## src/rtl/gpp_host_loader_pkg.sv

```systemverilog
// Shared widths and FSM encodings for the GPP host loader.
// SA_WIDTH / D_WIDTH fall back to local defaults when no define.h has been read.
`ifndef SA_WIDTH
`define SA_WIDTH 10
`endif
`ifndef D_WIDTH
`define D_WIDTH 16
`endif

package gpp_host_loader_pkg;

  localparam int HL_ADDR_W = `SA_WIDTH;
  localparam int HL_DATA_W = `D_WIDTH;
  localparam int HL_SKID_DEPTH = 2;

  typedef enum logic [2:0] {
    HL_IDLE = 3'd0,
    HL_LOAD = 3'd1,
    HL_RUN  = 3'd2,
    HL_DUMP = 3'd3,
    HL_FIN  = 3'd4
  } hl_state_t;

endpackage

```

## src/rtl/gpp_host_loader_skid_buf.sv

```systemverilog
// hl_skid_buf: two-entry in-order FIFO that holds SRAM read data until the
// dump stream accepts it. Head word and valid flag are both registered.
module hl_skid_buf
  import gpp_host_loader_pkg::*;
#(
  parameter int DATA_W = HL_DATA_W
) (
  input  logic              clk,
  input  logic              rst_n,
  input  logic              push,
  input  logic [DATA_W-1:0] push_data,
  input  logic              pop,
  output logic [DATA_W-1:0] head,
  output logic              valid,
  output logic [1:0]        count
);

  logic [DATA_W-1:0] tail;

  // The producer never pushes into a full buffer, so no overflow handling.
  always_ff @(posedge clk or negedge rst_n) begin
    if (!rst_n) begin
      head  <= '0;
      tail  <= '0;
      count <= 2'd0;
      valid <= 1'b0;
    end else begin
      case ({push, pop})
        2'b10: begin
          if (count == 2'd0) head <= push_data;
          else tail <= push_data;
          count <= count + 2'd1;
          valid <= 1'b1;
        end
        2'b01: begin
          head  <= tail;
          count <= count - 2'd1;
          valid <= (count == 2'(HL_SKID_DEPTH));
        end
        2'b11: begin
          if (count == 2'd1) begin
            head <= push_data;
          end else begin
            head <= tail;
            tail <= push_data;
          end
        end
        default: ;
      endcase
    end
  end

endmodule

```

## src/rtl/gpp_host_loader.sv

```systemverilog
// Host-side port-B controller for the GPP SRAM: load image, run core, dump window.
// Optional checksum outputs are enabled with `define GPP_HOST_LOADER_CHECKSUM_EN.
module gpp_host_loader
  import gpp_host_loader_pkg::*;
#(
  parameter int ADDR_W = HL_ADDR_W,
  parameter int DATA_W = HL_DATA_W
) (
  input  logic              Clk,
  input  logic              Rst,
  input  logic              start,
  input  logic [ADDR_W:0]   load_len,
  input  logic [ADDR_W-1:0] dump_base,
  input  logic [ADDR_W:0]   dump_len,
  input  logic              in_valid,
  output logic              in_ready,
  input  logic [DATA_W-1:0] in_data,
  output logic              out_valid,
  input  logic              out_ready,
  output logic [DATA_W-1:0] out_data,
  output logic [ADDR_W-1:0] Addr2,
  output logic [DATA_W-1:0] Data_I,
  output logic              en2,
  output logic              we2,
  input  logic [DATA_W-1:0] Data2_O,
  input  logic              Done,
  output logic              core_rst,
  output logic              busy,
  output logic              finished
`ifdef GPP_HOST_LOADER_CHECKSUM_EN
  ,
  output logic [DATA_W-1:0] load_sum,
  output logic [DATA_W-1:0] dump_sum
`endif
);

  hl_state_t         state;
  logic [ADDR_W:0]   load_len_q;
  logic [ADDR_W:0]   dump_len_q;
  logic [ADDR_W-1:0] dump_base_q;
  logic [ADDR_W:0]   cnt;
  logic [ADDR_W:0]   acc_cnt;
  logic              first_run;
  logic              rd_valid;
  logic [1:0]        skid_count;
  logic              skid_pop;
  logic              in_hs;
  logic [2:0]        pending;

  assign in_hs    = in_valid & in_ready;
  assign skid_pop = out_valid & out_ready;
  // Buffered words plus reads still on their way back from the SRAM.
  assign pending  = {1'b0, skid_count} + {2'b00, en2 & ~we2} + {2'b00, rd_valid};

  hl_skid_buf #(.DATA_W(DATA_W)) u_skid (
    .clk      (Clk),
    .rst_n    (Rst),
    .push     (rd_valid),
    .push_data(Data2_O),
    .pop      (skid_pop),
    .head     (out_data),
    .valid    (out_valid),
    .count    (skid_count)
  );

  always_ff @(posedge Clk or negedge Rst) begin
    if (!Rst) begin
      state       <= HL_IDLE;
      load_len_q  <= '0;
      dump_len_q  <= '0;
      dump_base_q <= '0;
      cnt         <= '0;
      acc_cnt     <= '0;
      first_run   <= 1'b0;
      rd_valid    <= 1'b0;
      Addr2       <= '0;
      Data_I      <= '0;
      en2         <= 1'b0;
      we2         <= 1'b0;
      core_rst    <= 1'b1;
      in_ready    <= 1'b0;
      busy        <= 1'b0;
      finished    <= 1'b0;
    end else begin
      en2      <= 1'b0;
      we2      <= 1'b0;
      finished <= 1'b0;
      rd_valid <= en2 & ~we2;
      case (state)
        HL_IDLE: begin
          if (start) begin
            load_len_q  <= load_len;
            dump_len_q  <= dump_len;
            dump_base_q <= dump_base;
            cnt         <= '0;
            acc_cnt     <= '0;
            busy        <= 1'b1;
            if (load_len != '0) begin
              state    <= HL_LOAD;
              in_ready <= 1'b1;
            end else begin
              state     <= HL_RUN;
              core_rst  <= 1'b0;
              first_run <= 1'b1;
            end
          end
        end
        // The core leaves reset only once the final write has reached the SRAM.
        HL_LOAD: begin
          if (in_ready) begin
            if (in_valid) begin
              en2    <= 1'b1;
              we2    <= 1'b1;
              Addr2  <= cnt[ADDR_W-1:0];
              Data_I <= in_data;
              cnt    <= cnt + 1'b1;
              if (cnt + 1'b1 == load_len_q) in_ready <= 1'b0;
            end
          end else begin
            state     <= HL_RUN;
            core_rst  <= 1'b0;
            first_run <= 1'b1;
          end
        end
        HL_RUN: begin
          if (first_run) begin
            first_run <= 1'b0;
          end else if (Done) begin
            core_rst <= 1'b1;
            cnt      <= '0;
            acc_cnt  <= '0;
            if (dump_len_q == '0) begin
              state    <= HL_FIN;
              finished <= 1'b1;
            end else begin
              state <= HL_DUMP;
            end
          end
        end
        HL_DUMP: begin
          if (cnt != dump_len_q && pending < 3'd2) begin
            en2   <= 1'b1;
            Addr2 <= dump_base_q + cnt[ADDR_W-1:0];
            cnt   <= cnt + 1'b1;
          end
          if (skid_pop) begin
            acc_cnt <= acc_cnt + 1'b1;
            if (acc_cnt + 1'b1 == dump_len_q) begin
              state    <= HL_FIN;
              finished <= 1'b1;
            end
          end
        end
        HL_FIN: begin
          state <= HL_IDLE;
          busy  <= 1'b0;
        end
        default: state <= HL_IDLE;
      endcase
    end
  end

`ifdef GPP_HOST_LOADER_CHECKSUM_EN
  always_ff @(posedge Clk or negedge Rst) begin
    if (!Rst) begin
      load_sum <= '0;
      dump_sum <= '0;
    end else if (state == HL_IDLE && start) begin
      load_sum <= '0;
      dump_sum <= '0;
    end else begin
      if (in_hs) load_sum <= load_sum + in_data;
      if (skid_pop) dump_sum <= dump_sum + out_data;
    end
  end
`endif

endmodule

```

## config.mk

```make
export PLATFORM = sky130hd
export DESIGN_NAME = gpp_host_loader
export DESIGN_NICKNAME = d
export VERILOG_FILES = /design/src/rtl/gpp_host_loader_pkg.sv /design/src/rtl/gpp_host_loader_skid_buf.sv /design/src/rtl/gpp_host_loader.sv
export SDC_FILE = /design/constraint.sdc
export NUM_CORES = 1
export LEC_CHECK = 0
export BUFFER_PORTS_ARGS = -buffer_cell sky130_fd_sc_hd__buf_2
export CAP_MARGIN = 20
export CORE_UTILIZATION = 40
export DETAILED_ROUTE_END_ITERATION = 8
export PLACE_DENSITY = 0.56
export SLEW_MARGIN = 20
export SYNTH_ARGS = -nofsm -noshare
export SYNTH_HDL_FRONTEND = slang
export SYNTH_SLANG_ARGS = --single-unit
```

## constraint.sdc

```tcl
create_clock -name Clk -period 4.1 [get_ports Clk]
set_clock_uncertainty 0.1 [all_clocks]
set_input_delay 0 -clock Clk [delete_from_list [all_inputs] [get_ports Clk]]
set_output_delay 0 -clock Clk [all_outputs]
set_load 0.01 [all_outputs]
```

==> results.toml, run 1 <==
[status]
outcome = "finished, final reports clean"

[clock_tree]
clkSlewWorstSetupHoldPaths_ps = 60
clockBufferDepth = 2
cts_tree = "done"
clock_insertion_delay_worst_skew_ps = 420
post_cts_resized = 0
cts.sinks = 126
cts_buffers = 17
buffers_inserted_by_post_cts_timing_repair = 0
cts.root.buffer_cell = "clkbuf_16"
clock_tree.htree_level_count = 4
post_cts_hold_buffer_count = 67

[drt]
avgRoutedWirePerCell_um = 15.99
1st_pass_router_iterations = 4
detailroute.via_count = 5449
vias_per_inst = 5.244
drtAntennaViolNets = 0
wl_mm = 16.61
post-route-drc-count = 0
drt_first_iter_violations = 331

[pwr]
power.switching_mw = 2.430
sequentialPowerShare_pct = 35.0
power.leakage_nw = 3.861
power_switching_share_pct = 37.10
comb_power_share_pct = 40.2
ir_drop_v = 0.0004498
pwr-share-clk_pct = 24.8
cell_internal_pwr_mw = 4.119
power-per-cell-area_nw_per_um2 = 752.2

[worst_setup_path]
regToRegEndpoint = "cnt[8]"
reg2reg_slack_ps = 1200
worst-endpoint-arrival_ps = 3130
critPathCaptureType = "flip-flop"
criticalPathCategory = "flip-flop to flip-flop"
critical_path_peak_fanout = 29
critical_path.endpoint = "cnt[8]"
worst_ep_required_time_ps = 4340
regToRegStartpoint = "state[0]"
setup.worst_path.start = "state[0]"
worst_setup_path_start_kind = "flip-flop"
r2r_cells = 6

[finish]
fin_nets = 900
mostFrequentLayoutCell = "dfrtp_1"
final_layout_size_suffix_gt1_share_pct = 28.68
antenna-diode-count = 0
areaGrowthSynthToFinish_pct = 31.16
mostFrequentLayoutCells = "125 x dfrtp_1, 117 x buf_2, 67 x dlygate4sd3_1"
num-fill-cells = 1407

[timing]
finalSetupViolations = 0
finalMaxSlewViolations = 0
holdWs_ps = 136.5
max_slew.worst_pin.slew_ps = 919.5
grt_setup_unrepaired = "no"
final.period_utilization_pct = 70.62
final.setup.worst_slack_ps = 1205
slew_headroom_pct = 38.70
final.setup.tns_ps = 0
maxClockFrequency_ghz = 0.3454
timing_hold_violations_final = 0
min_period_ps = 2895

[logic_synthesis]
synth-main-ff-cell = "dfrtp_1"
synth-seq-cells = 126
synth_area_per_cell_um2 = 10.42
synthesis.instances = 637
synthDistinctLibCells = 62
seq_area_frac_synth_pct = 47.52
postSynth.asyncResetShare_pct = 100.0
edff_count_synth = 0
yosys_warnings = 0
synthesized_area_um2 = 6638
syn-num-nets = 727

[place]
dp.final_hpwl_mm = 11.51
gp_routability_congestion = 0.8772
pre_cts_worst_setup_slack_ps = 1253
numPortBuffers = 118

[flow_run]
max_cap_viol_count = 0

[die]
dieHeight_um = 130.8
core-area_um2 = 16060
design.die.area_um2 = 17110
fp-row-count = 46
floorplan.io_pins = 119
floorplan.initialDensity_pct = 41.34
die-width_um = 130.8

[global_routing]
first_global_vias = 5292
grt_pass1_wl_mm = 26.54
grt_use_total_pct = 20.34
largest_net_degree_at_the_start_of_global_routing = 70
globalRoute.totalOverflow = 0
antenna_found_initial = 0

[worst_hold_path]
hp-class = "primary input to asynchronous set/reset pin"
==> routing by layer <==
metal	track usage, %	vias up	part of all wire (%)
met2	34.42	110	50
li1	-	2661	-
met5	0	-	0
met3	4.397	20	3.6
met4	7.235	0	1.4
met1	25.60	2658	45
==> critical path, stage by stage (launching register included) <==
cell,delay [ps]
dfrtp_1,530
nand3_1,520
nor4_1,390
a21o_1,740
buf_4,300
a21oi_1,80
a31oi_1,160
==> metrics by stage <==
step	area, um^2	util (%)	cells	power (mW)
finish	8706	54.22	1039	6.548
global placement	7390	46.02	940	4.822
CTS	8700	54.18	1039	6.603
floorplan	6638	-	637	4.115
detailed placement	7390	46.02	940	4.909
global route	8706	54.22	1039	7.021
==> worst min-delay path by stage <==
stage | to | slack, ps | cells after the start
after global routing | cnt[1] | 180 | 4
after CTS | acc_cnt[9] | 170 | 5
after global placement | acc_cnt[3] | 90 | 1
final | acc_cnt[3] | 140 | 2
after floorplan | Addr2[0] | -400 | 0
after detailed placement | acc_cnt[3] | 90 | 1
==> synth_stat cells, types with 2 or more instances <==
cell type / count / area [um^2]
xor2_1: 20 / 175.2
o41ai_1: 3 / 26.28
nand2b_1: 8 / 50.05
or2_2: 2 / 12.51
or3_1: 4 / 25.02
dfrtp_1: 125 / 3128
o211ai_1: 4 / 30.03
ha_1: 19 / 237.7
mux2_2: 65 / 732.0
a41oi_1: 5 / 43.79
clkbuf_1: 21 / 78.83
and3_1: 8 / 50.05
nor3b_1: 4 / 30.03
nand2_1: 39 / 146.4
a32o_1: 2 / 20.02
a21oi_1: 45 / 225.2
o21ai_0: 23 / 115.1
nor2_1: 46 / 172.7
a211oi_1: 5 / 37.54
inv_1: 13 / 48.80
nor3_2: 2 / 20.02
nand3_1: 17 / 85.08
nor3_1: 13 / 65.06
a21o_1: 5 / 37.54
and2_1: 4 / 25.02
nor2b_1: 2 / 12.51
a21boi_0: 2 / 15.01
o2111ai_1: 3 / 26.28
a22oi_1: 16 / 120.1
o21a_1: 2 / 15.01
buf_2: 17 / 85.08
a31oi_1: 19 / 118.9
nand4_1: 4 / 25.02
o21ai_1: 6 / 30.03
o31ai_1: 5 / 37.54
xnor2_1: 26 / 227.7
nor4_1: 8 / 50.05
==> final cells by class <==
| type | instances | area (um^2) | share of cell area [%] |
|---|---|---|---|
| clock buffers | 19 | 452.9 | 5.203 |
| clock inverters | 13 | 186.4 | 2.141 |
| inverters | 15 | 56.30 | 0.6467 |
| multi-input cells | 456 | 3254 | 37.38 |
| flip-flops and latches | 126 | 3154 | 36.23 |
| well taps | 216 | 270.3 | 3.104 |
| repair buffers | 194 | 1331 | 15.29 |
==> power groups by stage <==
stage	logic [mW]	registers [mW]	clock network, mW
after floorplan	1.89	2.23	0
after global placement	2.53	2.29	0
after detailed placement	2.59	2.32	0
after CTS	2.65	2.30	1.65
after global routing	2.94	2.38	1.71
final	2.63	2.29	1.62
==> registers in the layout, indices dropped and copies added, names as in the netlist <==
register	count
Data_I	16
u_skid.head	16
u_skid.tail	16
acc_cnt	11
cnt	11
dump_len_q	11
load_len_q	11
Addr2	10
dump_base_q	10
state	3
u_skid.count	2
busy	1
core_rst	1
en2	1
finished	1
first_run	1
in_ready	1
rd_valid	1
u_skid.valid	1
we2	1
==> kinds of logic (layout without fill, tap and decap cells) <==
family	Yosys count	in the layout	synth area share, %
AND/OR/NAND/NOR	168	168	12.70
AO/OA/AOI/OAI	155	155	14.87
flip-flops	126	126	47.52
multiplexers	67	67	11.35
buffers and inverters	55	241	3.600
XOR/XNOR	46	46	6.070
adder cells (fa/ha/maj)	20	20	3.883
(Power assumes the default switching activity.)
==> inputs of run 2 (changes only) <==
- clock period: 4.1 -> 2.7 ns (I/O delays scaled with it)
==> results.toml, run 2 (same netlist as run 1, synthesis figures left out) <==
[status]
outcome = "finished, final reports clean"

[worst_setup_path]
critical_path_peak_fanout = 3
regToRegEndpoint = "Addr2[9]"
regToRegStartpoint = "dump_base_q[1]"
r2r_cells = 7
reg2reg_slack_ps = 330
critPathCaptureType = "flip-flop"
criticalPathCategory = "flip-flop to flip-flop"
worst_setup_path_start_kind = "flip-flop"
worst_ep_required_time_ps = 2950
worst-endpoint-arrival_ps = 2610

[die]
dieHeight_um = 130.8
fp-row-count = 46
die-width_um = 130.8
floorplan.io_pins = 119
floorplan.initialDensity_pct = 41.34
design.die.area_um2 = 17110
core-area_um2 = 16060

[clock_tree]
clkSlewWorstSetupHoldPaths_ps = 60
clock_insertion_delay_worst_skew_ps = 420
clockBufferDepth = 2
cts_tree = "done"
cts.root.buffer_cell = "clkbuf_16"
cts_buffers = 17
cts.sinks = 126
clock_tree.htree_level_count = 4
post_cts_resized = 0

[place]
numPlacedInstances = 951
dp.final_hpwl_mm = 11.70
gp_routability_congestion = 0.8379
numPortBuffers = 118

[pwr]
power.leakage_nw = 3.891
power-per-cell-area_nw_per_um2 = 1121
ir_drop_v = 0.0005523

[global_routing]
largest_net_degree_at_the_start_of_global_routing = 51
grt_use_total_pct = 21.31
grt_pass1_wl_mm = 27.92
antenna_found_initial = 0
first_global_vias = 5575
globalRoute.totalOverflow = 0

[drt]
avgRoutedWirePerCell_um = 16.33
1st_pass_router_iterations = 5
post-route-drc-count = 0
drtAntennaViolNets = 0
vias_per_inst = 5.282
drt_first_iter_violations = 369
wl_mm = 17.15
detailroute.via_count = 5546

[timing]
maxClockFrequency_ghz = 0.4227
finalSetupViolations = 0
max_slew.worst_pin.slew_ps = 677.7
final.setup.tns_ps = 0
final.period_utilization_pct = 87.61
timing_hold_violations_final = 0
min_period_ps = 2366
finalMaxSlewViolations = 0
slew_headroom_pct = 54.82
grt_setup_unrepaired = "no"

[finish]
mostFrequentLayoutCell = "dfrtp_1"
largest_registers_ranked_by_flip_flop_count = "Data_I x16, u_skid.head x16, u_skid.tail x16"
areaGrowthSynthToFinish_pct = 31.44
final_cell_count_no_fill = 1050
mostFrequentLayoutCells = "125 x dfrtp_1, 117 x buf_2, 67 x dlygate4sd3_1"
antenna-diode-count = 0
fin_nets = 911
num-fill-cells = 1398
final_layout_size_suffix_gt1_share_pct = 29.62

[worst_hold_path]
hp-class = "primary input to asynchronous set/reset pin"

[flow_run]
max_cap_viol_count = 0
[run 2: routing by layer]
metal	share of wire, %	global-route usage [%]
met2	50	36.04
met5	0	0
met1	44	27.00
met4	1.4	6.423
met3	4.4	5.049
[run 2: area by class of cell]
| cell class | instances | area (um^2) | area share, % |
|---|---|---|---|
| clock buffers | 17 | 425.4 | 4.876 |
| repair buffers | 205 | 1426 | 16.35 |
| flip-flops and latches | 126 | 3154 | 36.15 |
| clock inverters | 15 | 137.6 | 1.578 |
| well taps | 216 | 270.3 | 3.098 |
| inverters | 15 | 56.30 | 0.6453 |
| multi-input cells | 456 | 3254 | 37.30 |
[run 2: where the power goes]
part           leakage, nW  switching (mW)  internal (mW)
sequential            1.53           0.647           2.73
clock                0.271           0.913           1.28
combinational         2.09            2.22           1.99
[run 2: worst max-delay path: stages, from the launching register on]
cell	delay, ps
dfrtp_1	410
ha_1	320
a211oi_1	410
o211ai_1	210
a41oi_1	280
xor2_1	100
or3_1	310
a31oi_1	160
[run 2: what timing repair did]
item | CTS | global route
hold endpoints to repair | 131 | 0
setup buffers | 0 | 0
hold buffers | 67 | 0
[run 2: how the worst max path moves through the flow]
| stage | end | slack (ps) | from | cells after the start |
|---|---|---|---|---|
| after floorplan | u_skid.tail[10] | 410 | u_skid.valid | 6 |
| after global placement | cnt[3] | 300 | rd_valid | 6 |
| after detailed placement | cnt[2] | 210 | rd_valid | 6 |
| after CTS | cnt[2] | 190 | rd_valid | 6 |
| after global routing | Addr2[9] | 110 | dump_base_q[1] | 7 |
| final | Addr2[9] | 330 | dump_base_q[1] | 7 |
[run 2: metrics by stage]
step / power, mW / worst slack [ps] / hold WS, ps / instance area, um^2 / util [%]
finish: 9.777 / 334.4 / 53.73 / 8725 / 54.33
global route: 10.54 / 109.2 / 131.9 / 8725 / 54.33
CTS: 9.858 / 187.4 / 79.17 / 8718 / 54.29
detailed placement: 7.543 / 206.1 / -17.40 / 7485 / 46.61
global placement: 7.414 / 296.5 / -31.71 / 7485 / 46.61
floorplan: 6.248 / 409.0 / -395.6 / 6638 / -
==> inputs of run 3 (changes only) <==
- CORE_ASPECT_RATIO: not set -> 0.75
==> results.toml, run 3 (same netlist as run 1, synthesis figures left out) <==
[status]
outcome = "finished, violations left"
violations = "hold timing"

[die]
core-area_um2 = 16120
dieHeight_um = 113.6
floorplan.initialDensity_pct = 41.19
design.die.area_um2 = 17120
die-width_um = 150.7
fp-row-count = 40
floorplan.io_pins = 119

[timing]
maxClockFrequency_ghz = 0.4031
grt_setup_unrepaired = "no"
final.period_utilization_pct = 91.89
min_period_ps = 2481
holdWs_ps = -0.3415
max_slew.worst_pin.slew_ps = 684.6
final.setup.tns_ps = 0
slew_headroom_pct = 53.18
finalSetupViolations = 0
timing_hold_violations_final = 1
finalMaxSlewViolations = 0

[place]
numPlacedInstances = 941
dp.final_hpwl_mm = 11.82
placed_instance_area_um2 = 7447
numPortBuffers = 118
gp_routability_congestion = 0.8686

[worst_setup_path]
worst_setup_path_start_kind = "flip-flop"
critical_path_peak_fanout = 9
reg2reg_slack_ps = 220
criticalPathCategory = "flip-flop to flip-flop"
setup.worst_path.start = "cnt[0]"
regToRegEndpoint = "Addr2[8]"
r2r_cells = 8
critPathCaptureType = "flip-flop"
worst_ep_required_time_ps = 2930
regToRegStartpoint = "cnt[0]"
worst-endpoint-arrival_ps = 2710

[global_routing]
largest_net_degree_at_the_start_of_global_routing = 92
grt_pass1_wl_mm = 27.64
grt_use_total_pct = 20.89
globalRoute.totalOverflow = 0
antenna_found_initial = 0
first_global_vias = 5382

[finish]
final_cell_count_no_fill = 1040
design_area_um2 = 8815
mostFrequentLayoutCell = "dfrtp_1"
antenna-diode-count = 0
num-fill-cells = 1436
areaGrowthSynthToFinish_pct = 32.80
fin_nets = 907
final_layout_size_suffix_gt1_share_pct = 29.16
postLayoutCoreUtil_pct = 54.70
largest_registers_ranked_by_flip_flop_count = "Data_I x16, u_skid.head x16, u_skid.tail x16"
mostFrequentLayoutCells = "125 x dfrtp_1, 117 x buf_2, 67 x dlygate4sd3_1"

[clock_tree]
cts.root.buffer_cell = "clkbuf_16"
clockBufferDepth = 2
buffers_inserted_by_post_cts_timing_repair = 0
clock_insertion_delay_worst_skew_ps = 420
clock_tree.htree_level_count = 4
clkSlewWorstSetupHoldPaths_ps = 60
cts_tree = "done"
cts.sinks = 126
post_cts_resized = 0
cts_buffers = 17

[pwr]
ir_drop_v = 0.0005637
power-per-cell-area_nw_per_um2 = 1160
power.leakage_nw = 3.937

[worst_hold_path]
hp-class = "primary input to asynchronous set/reset pin"

[drt]
drt_first_iter_violations = 370
avgRoutedWirePerCell_um = 16.43
detailroute.via_count = 5495
post-route-drc-count = 0
vias_per_inst = 5.284
wl_mm = 17.09
1st_pass_router_iterations = 4
drtAntennaViolNets = 0

[flow_run]
max_cap_viol_count = 0
## run 3: cell type report
type	count	area (um^2)	area share, %
repair buffers	201	1396	15.84
inverters	15	56.30	0.6388
well taps	210	262.8	2.981
flip-flops and latches	126	3154	35.78
clock inverters	10	206.4	2.342
clock buffers	22	484.2	5.493
multi-input cells	456	3254	36.92
## run 3: how the worst max path moves through the flow
| stage | cells after the start | end | slack (ps) |
|---|---|---|---|
| after global routing | 8 | Addr2[8] | 60 |
| after CTS | 6 | cnt[2] | 180 |
| after floorplan | 6 | u_skid.tail[10] | 410 |
| after detailed placement | 6 | cnt[2] | 180 |
| final | 8 | Addr2[8] | 220 |
| after global placement | 8 | Addr2[8] | 300 |
## run 3: power breakdown
group / internal (mW) / switching [mW] / leakage (nW) / total [mW]
registers: 2.73 / 0.684 / 1.53 / 3.42
clock network: 1.83 / 0.837 / 0.336 / 2.67
logic: 1.96 / 2.18 / 2.08 / 4.14
## run 3: repair_timing
action | CTS | global route
hold buffers | 67 | 0
endpoints found under the setup margin | 0 | 0
endpoints found under the hold margin | 173 | 0
## run 3: through the flow
| stage | total power [mW] | hold WS, ps | setup WS [ps] |
|---|---|---|---|
| finish | 10.23 | -0.3415 | 219.0 |
| detailed placement | 7.493 | -102.0 | 181.7 |
| global placement | 7.382 | -110.2 | 304.7 |
| global route | 10.96 | 52.84 | 61.07 |
| CTS | 10.29 | 22.87 | 176.8 |
| floorplan | 6.248 | -395.6 | 409.0 |
## run 3: routing by layer
metal,GRT usage [%],wire length [um],vias up
met2,31.19,7584,151
met1,30.22,8396,2658
met3,4.440,922,11
met4,6.400,182,0
li1,-,-,2675
met5,0,0,-
## run 3: critical path: stages (launching register included)
cell     delay (ps)
dfrtp_1         480
ha_1            280
fa_1            420
a21o_1          190
a21oi_1         260
o21ai_0         130
a31oi_1         210
nand3_1         100
a41oi_1         210
